File: config.mk
export PLATFORM = sky130hd
export DESIGN_NAME = instr_encoder
export DESIGN_NICKNAME = d
export VERILOG_FILES = /design/src/rtl/instr_encoder.sv
export SDC_FILE = /design/constraint.sdc
export NUM_CORES = 1
export LEC_CHECK = 0
export BUFFER_PORTS_ARGS = -buffer_cell sky130_fd_sc_hd__buf_2
export CAP_MARGIN = 20
export CORE_MARGIN = 2
export CORE_UTILIZATION = 53
export DETAILED_ROUTE_END_ITERATION = 12
export PLACE_DENSITY = 0.79
export SYNTH_ARGS = -nofsm -noshare
export SYNTH_HDL_FRONTEND = slang
export SYNTH_SLANG_ARGS = --single-unit
File: constraint.sdc
create_clock -name clk -period 2.9 [get_ports clk]
set_clock_uncertainty 0.1 [all_clocks]
set_input_delay 0.145 -clock clk [delete_from_list [all_inputs] [get_ports clk]]
set_output_delay 0.145 -clock clk [all_outputs]
set_load 0.03 [all_outputs]
File: src/rtl/instr_encoder.sv
// Field-level RV32 instruction encoder that validates R/LOAD/STORE requests
// and writes the packed words to sequential instruction-memory addresses.
module instr_encoder #(
  parameter int ADDR_W = 8
) (
  input  logic              clk,
  input  logic              reset,
  input  logic              flush,
  input  logic              in_valid,
  output logic              in_ready,
  input  logic [1:0]        in_kind,
  input  logic [4:0]        in_rd,
  input  logic [4:0]        in_rs1,
  input  logic [4:0]        in_rs2,
  input  logic [2:0]        in_funct3,
  input  logic [6:0]        in_funct7,
  input  logic [31:0]       in_imm,
  output logic              mem_we,
  output logic [ADDR_W-1:0] mem_addr,
  output logic [31:0]       mem_wdata,
  input  logic              mem_ack,
  output logic              word_done,
  output logic              err_valid,
  output logic [1:0]        err_code,
  output logic [ADDR_W:0]   count,
  output logic              full
);

  localparam logic [1:0] S_IDLE  = 2'd0;
  localparam logic [1:0] S_CHECK = 2'd1;
  localparam logic [1:0] S_WRITE = 2'd2;

  localparam logic [1:0] KIND_R     = 2'b00;
  localparam logic [1:0] KIND_LOAD  = 2'b01;
  localparam logic [1:0] KIND_STORE = 2'b10;

  localparam logic [ADDR_W:0] DEPTH_CNT = {1'b1, {ADDR_W{1'b0}}};

  logic [1:0]        state_q, state_d;
  logic [1:0]        kind_q, kind_d;
  logic [4:0]        rd_q, rd_d;
  logic [4:0]        rs1_q, rs1_d;
  logic [4:0]        rs2_q, rs2_d;
  logic [2:0]        f3_q, f3_d;
  logic [6:0]        f7_q, f7_d;
  logic [31:0]       imm_q, imm_d;
  logic [ADDR_W-1:0] wr_ptr_q, wr_ptr_d;
  logic [ADDR_W:0]   count_q, count_d;
  logic              mem_we_q, mem_we_d;
  logic [ADDR_W-1:0] mem_addr_q, mem_addr_d;
  logic [31:0]       mem_wdata_q, mem_wdata_d;
  logic              word_done_q, word_done_d;
  logic              err_valid_q, err_valid_d;
  logic [1:0]        err_code_q, err_code_d;

  logic        full_w;
  logic        accept;
  logic        imm_bad;
  logic        f7_bad;
  logic [31:0] enc_word;

  assign full_w   = (count_q == DEPTH_CNT);
  assign in_ready = (state_q == S_IDLE) & ~full_w & ~flush;
  assign accept   = in_valid & in_ready;

  // A 12-bit signed immediate fits only if bits 31..11 are a pure sign extension.
  assign imm_bad = ~((&imm_q[31:11]) | ~(|imm_q[31:11]));
  assign f7_bad  = (f7_q != 7'b0000000) && (f7_q != 7'b0100000);

  always_comb begin
    enc_word = {f7_q, rs2_q, rs1_q, f3_q, rd_q, 7'b0110011};
    case (kind_q)
      KIND_LOAD:  enc_word = {imm_q[11:0], rs1_q, f3_q, rd_q, 7'b0000011};
      KIND_STORE: enc_word = {imm_q[11:5], rs2_q, rs1_q, f3_q, imm_q[4:0], 7'b0100011};
      default:    enc_word = {f7_q, rs2_q, rs1_q, f3_q, rd_q, 7'b0110011};
    endcase
  end

  always_comb begin
    state_d     = state_q;
    kind_d      = kind_q;
    rd_d        = rd_q;
    rs1_d       = rs1_q;
    rs2_d       = rs2_q;
    f3_d        = f3_q;
    f7_d        = f7_q;
    imm_d       = imm_q;
    wr_ptr_d    = wr_ptr_q;
    count_d     = count_q;
    mem_we_d    = mem_we_q;
    mem_addr_d  = mem_addr_q;
    mem_wdata_d = mem_wdata_q;
    word_done_d = 1'b0;
    err_valid_d = 1'b0;
    err_code_d  = err_code_q;

    case (state_q)
      S_IDLE: begin
        if (accept) begin
          kind_d  = in_kind;
          rd_d    = in_rd;
          rs1_d   = in_rs1;
          rs2_d   = in_rs2;
          f3_d    = in_funct3;
          f7_d    = in_funct7;
          imm_d   = in_imm;
          state_d = S_CHECK;
        end
      end
      S_CHECK: begin
        state_d = S_IDLE;
        if (kind_q == 2'b11) begin
          err_valid_d = 1'b1;
          err_code_d  = 2'b01;
        end else if ((kind_q != KIND_R) && imm_bad) begin
          err_valid_d = 1'b1;
          err_code_d  = 2'b10;
        end else if ((kind_q == KIND_R) && f7_bad) begin
          err_valid_d = 1'b1;
          err_code_d  = 2'b11;
        end else begin
          mem_we_d    = 1'b1;
          mem_addr_d  = wr_ptr_q;
          mem_wdata_d = enc_word;
          state_d     = S_WRITE;
        end
      end
      S_WRITE: begin
        if (mem_ack) begin
          mem_we_d    = 1'b0;
          word_done_d = 1'b1;
          wr_ptr_d    = wr_ptr_q + ADDR_W'(1);
          count_d     = count_q + (ADDR_W+1)'(1);
          state_d     = S_IDLE;
        end
      end
      default: state_d = S_IDLE;
    endcase

    // Flush drops whatever is in flight, including any pulse about to fire.
    if (flush) begin
      state_d     = S_IDLE;
      mem_we_d    = 1'b0;
      wr_ptr_d    = '0;
      count_d     = '0;
      word_done_d = 1'b0;
      err_valid_d = 1'b0;
    end
  end

  always_ff @(posedge clk) begin
    if (reset) begin
      state_q     <= S_IDLE;
      kind_q      <= '0;
      rd_q        <= '0;
      rs1_q       <= '0;
      rs2_q       <= '0;
      f3_q        <= '0;
      f7_q        <= '0;
      imm_q       <= '0;
      wr_ptr_q    <= '0;
      count_q     <= '0;
      mem_we_q    <= 1'b0;
      mem_addr_q  <= '0;
      mem_wdata_q <= '0;
      word_done_q <= 1'b0;
      err_valid_q <= 1'b0;
      err_code_q  <= '0;
    end else begin
      state_q     <= state_d;
      kind_q      <= kind_d;
      rd_q        <= rd_d;
      rs1_q       <= rs1_d;
      rs2_q       <= rs2_d;
      f3_q        <= f3_d;
      f7_q        <= f7_d;
      imm_q       <= imm_d;
      wr_ptr_q    <= wr_ptr_d;
      count_q     <= count_d;
      mem_we_q    <= mem_we_d;
      mem_addr_q  <= mem_addr_d;
      mem_wdata_q <= mem_wdata_d;
      word_done_q <= word_done_d;
      err_valid_q <= err_valid_d;
      err_code_q  <= err_code_d;
    end
  end

  assign mem_we    = mem_we_q;
  assign mem_addr  = mem_addr_q;
  assign mem_wdata = mem_wdata_q;
  assign word_done = word_done_q;
  assign err_valid = err_valid_q;
  assign err_code  = err_code_q;
  assign count     = count_q;
  assign full      = full_w;

endmodule

==> metrics <==
ys flop type dfxtp_1; largest family of logic cells by synthesized area simple AND/OR/NAND/NOR gates; MaxCap Viol Count 0; Simple-Gate Fraction of Synth Area 0.238; Cell Area, Synth 4920 sq um; Synth-to-Final Area Change 38.8%; class of the worst hold path in -> reg; unrepaired setup endpoints after global routing false; fin crit period 2.77 ns; Setup CP Type reg -> reg; worst r2r src kind_q[0]; Power, Total 0.00424 W; Seq cells post-synth 119; Final HPWL DP 8060 microns; Root Buffer clkbuf_8; xor/xnor cell area share of the yosys netlist 0.0232; Final Wtd Congestion 0.889; Post-synth EDFFs 0; f_max 0.361 GHz; Synth Area per Inst 8.49 sq um; wire per inst 15.5 microns; largest net degree at the start of global routing 60; CP endpoint kind flop; Required @ worst endpoint 3.23 ns; starting density of the core 0.540; remaining global-route overflow 0; sw frac 0.223; width of the die 100 microns; Die Height 100 microns; Worst-Skew Late Latency 0.52 ns; Logic pwr share 0.089; drt first pass iters 7; crit-path max FO 15; slew at the pin closest to its max-slew limit 0.621 ns; number of antenna violations at the first check in global routing 0; Startpoint Class flop; Tcrit/Tclk final 0.956; Power Dens Cells 622 nW/um^2; GR Util met2 0.484; Psw 0.000946 W; sequential share of the synthesized area 0.484; CTS H-tree depth 4; Final ANT Viol Nets 0; # port buffers 116; Fillers 627; Finish-stage setup viols 0; clock power share 0.504; Slew HR 0.586; busiest grt layer met2; worst hold slack 0.0126 ns; Lkg Pwr 2.77 nW; Global Route Usage Sum 0.276; mux share of post-synthesis cell area 0.00204; share of layout cells above drive strength 1 0.238; crit path DAT 3.10 ns; setup_tns 0 ns; 1st-iter DRT viols 328; vias per cell 5.57; clk sinks 119; TritonCTS clock tree done; distinct cell type count of the synthesized netlist 50; diodes inserted 0; min-delay src reset; Die ar. 10100 sq um; io pins 120; CTS max path bufs 2; core area 9110 sq um; Final Hold Vio Count 0; cell count after synthesis 579; Post-synth ARST share 0; internal power 0.00330 W; number of buffers added for setup after CTS 0; # rows 35; vias in the first global route 4790; fraction of the mapped netlist area in adder cells 0.0178; global-route wire length before repair 21900 microns; met1 global-route usage 0.316; status finished clean; Nets 825; CTS buffer count 17; Peak VDD IR 369 uV; Reg clk slew, reported paths 0.06 ns; share of power burned in registers 0.406; WL final 13600 microns; met3 usage 0.0815; total number of vias 4884; DRC 0; post-synthesis compound-gate area fraction 0.173; Critical Path Source kind_q[0]; Yosys Warn Count 0; fin. max-slew vios 0
cell type report:
class                   count  area [sq um]  share of cell area
flip-flops and latches    119          2380               0.349
well taps                 111           139              0.0204
clock inverters             7           115              0.0169
multi-input cells         411          2260               0.331
repair buffers            200          1410               0.207
inverters                   5          18.8             0.00275
clock buffers              24           500              0.0734
critical path, stage by stage (launching register included):
cell and delay [ns]:
dfxtp_1 0.38, inv_1 0.08, ha_1 0.25, or4b_4 0.58
or4_4 0.59, o21ai_4 0.16, buf_4 0.23, o21ai_0 0.13
a21oi_1 0.18
repair_timing:
item / CTS / global route
setup endpoints to repair: 0 / 13
hold buffers: 74 / 0
endpoints found under the hold margin: 62 / 0
gates resized for setup: 0 / 1
through the flow:
step                area [sq um]  std cells  setup WS (ns)   util
finish                      6820        877          0.127  0.749
global route                6820        877         0.0106  0.749
CTS                         6820        877          0.114  0.749
detailed placement          5460        772          0.162  0.600
global placement            5460        772          0.269  0.600
floorplan                   4920        581          0.268      -
cell families (layout without fill, tap and decap cells):
kind of cell               after synthesis  count (layout)
and+or+nand+nor                        252             252
AOI/OAI and AO/OA                      135             135
DFF                                    119             119
buffers and inverters                   51             236
xor gates and xnor gates                13              13
adders and majority gates                7               7
other                                    1               3
muxes                                    1               1
worst paths after layout:
check,endpoint,slack [ns],cells past startpoint
worst max-delay path,mem_wdata[15],0.13,8
worst min-delay path,imm_q[21],0.01,2
worst max register to register,mem_wdata[15],0.13,8
worst min register to register,rs1_q[0],0.36,2
layer usage:
metal  wire (microns)  part of all wire
met5                0                 0
met4              337             0.025
met3              824             0.061
met2             6820              0.50
met1             5620              0.41
power groups by stage:
stage          Combinational [W]  Clock [W]  Sequential (W)
6_report                0.000379    0.00214         0.00172
5_1_grt                 0.000413    0.00224         0.00173
4_1_cts                 0.000371    0.00215         0.00172
3_5_place_dp            0.000294          0         0.00175
3_3_place_gp            0.000286          0         0.00175
2_1_floorplan           0.000185          0         0.00177
flip-flops by register name, indices dropped and copies added, names as in the netlist, 3 cells and up:
register / cells
wr_ptr_q: 8
f3_q: 3
count: 9
imm_q: 32
rd_q: 5
mem_addr: 8
rs2_q: 5
rs1_q: 5
f7_q: 7
mem_wdata: 28
synth_stat cells (2+ instances only):
cell      instances  share of area
buf_4             5         0.0076
nand2_1         129          0.098
nand2b_1          8          0.010
buf_6             5          0.011
and3_1            5         0.0064
clkbuf_1         29          0.022
nor4_1            6         0.0076
inv_1             5         0.0038
o21ai_0          19          0.019
ha_1              7          0.018
a21oi_1          81          0.082
clkbuf_8          2         0.0056
and2_1            2         0.0025
a311oi_1          6          0.011
a31oi_1           2         0.0025
or3_1             3         0.0038
dfxtp_1         119           0.48
nor3_1           26          0.026
xnor2_1           3         0.0053
xor2_1           10          0.018
nand4_1           9          0.011
a211oi_2         12          0.031
nor2_1           23          0.018
nand3_1          27          0.027
a32oi_1          10          0.018
or2_2             2         0.0025
placed cells by master (no fill, tap or decap), drive strengths merged, types with 4 or more instances in the layout:
master       synthesis  layout
nor3                27      27
nand4                9       9
ha                   7       7
a311oi               6       6
nor2                23      23
a32oi               10      10
nand3               27      27
clkbuf              32      24
a211oi              13      13
inv                  5       5
buf                 12     126
nand2              130     130
o21ai               20      20
nor4                 6       6
xor2                10      10
a21oi               81      81
and3                 5       5
dfxtp              119     119
or3                  4       4
dlygate4sd3          0      74
nand2b               8       8
Power figures use the tool's default switching activity.
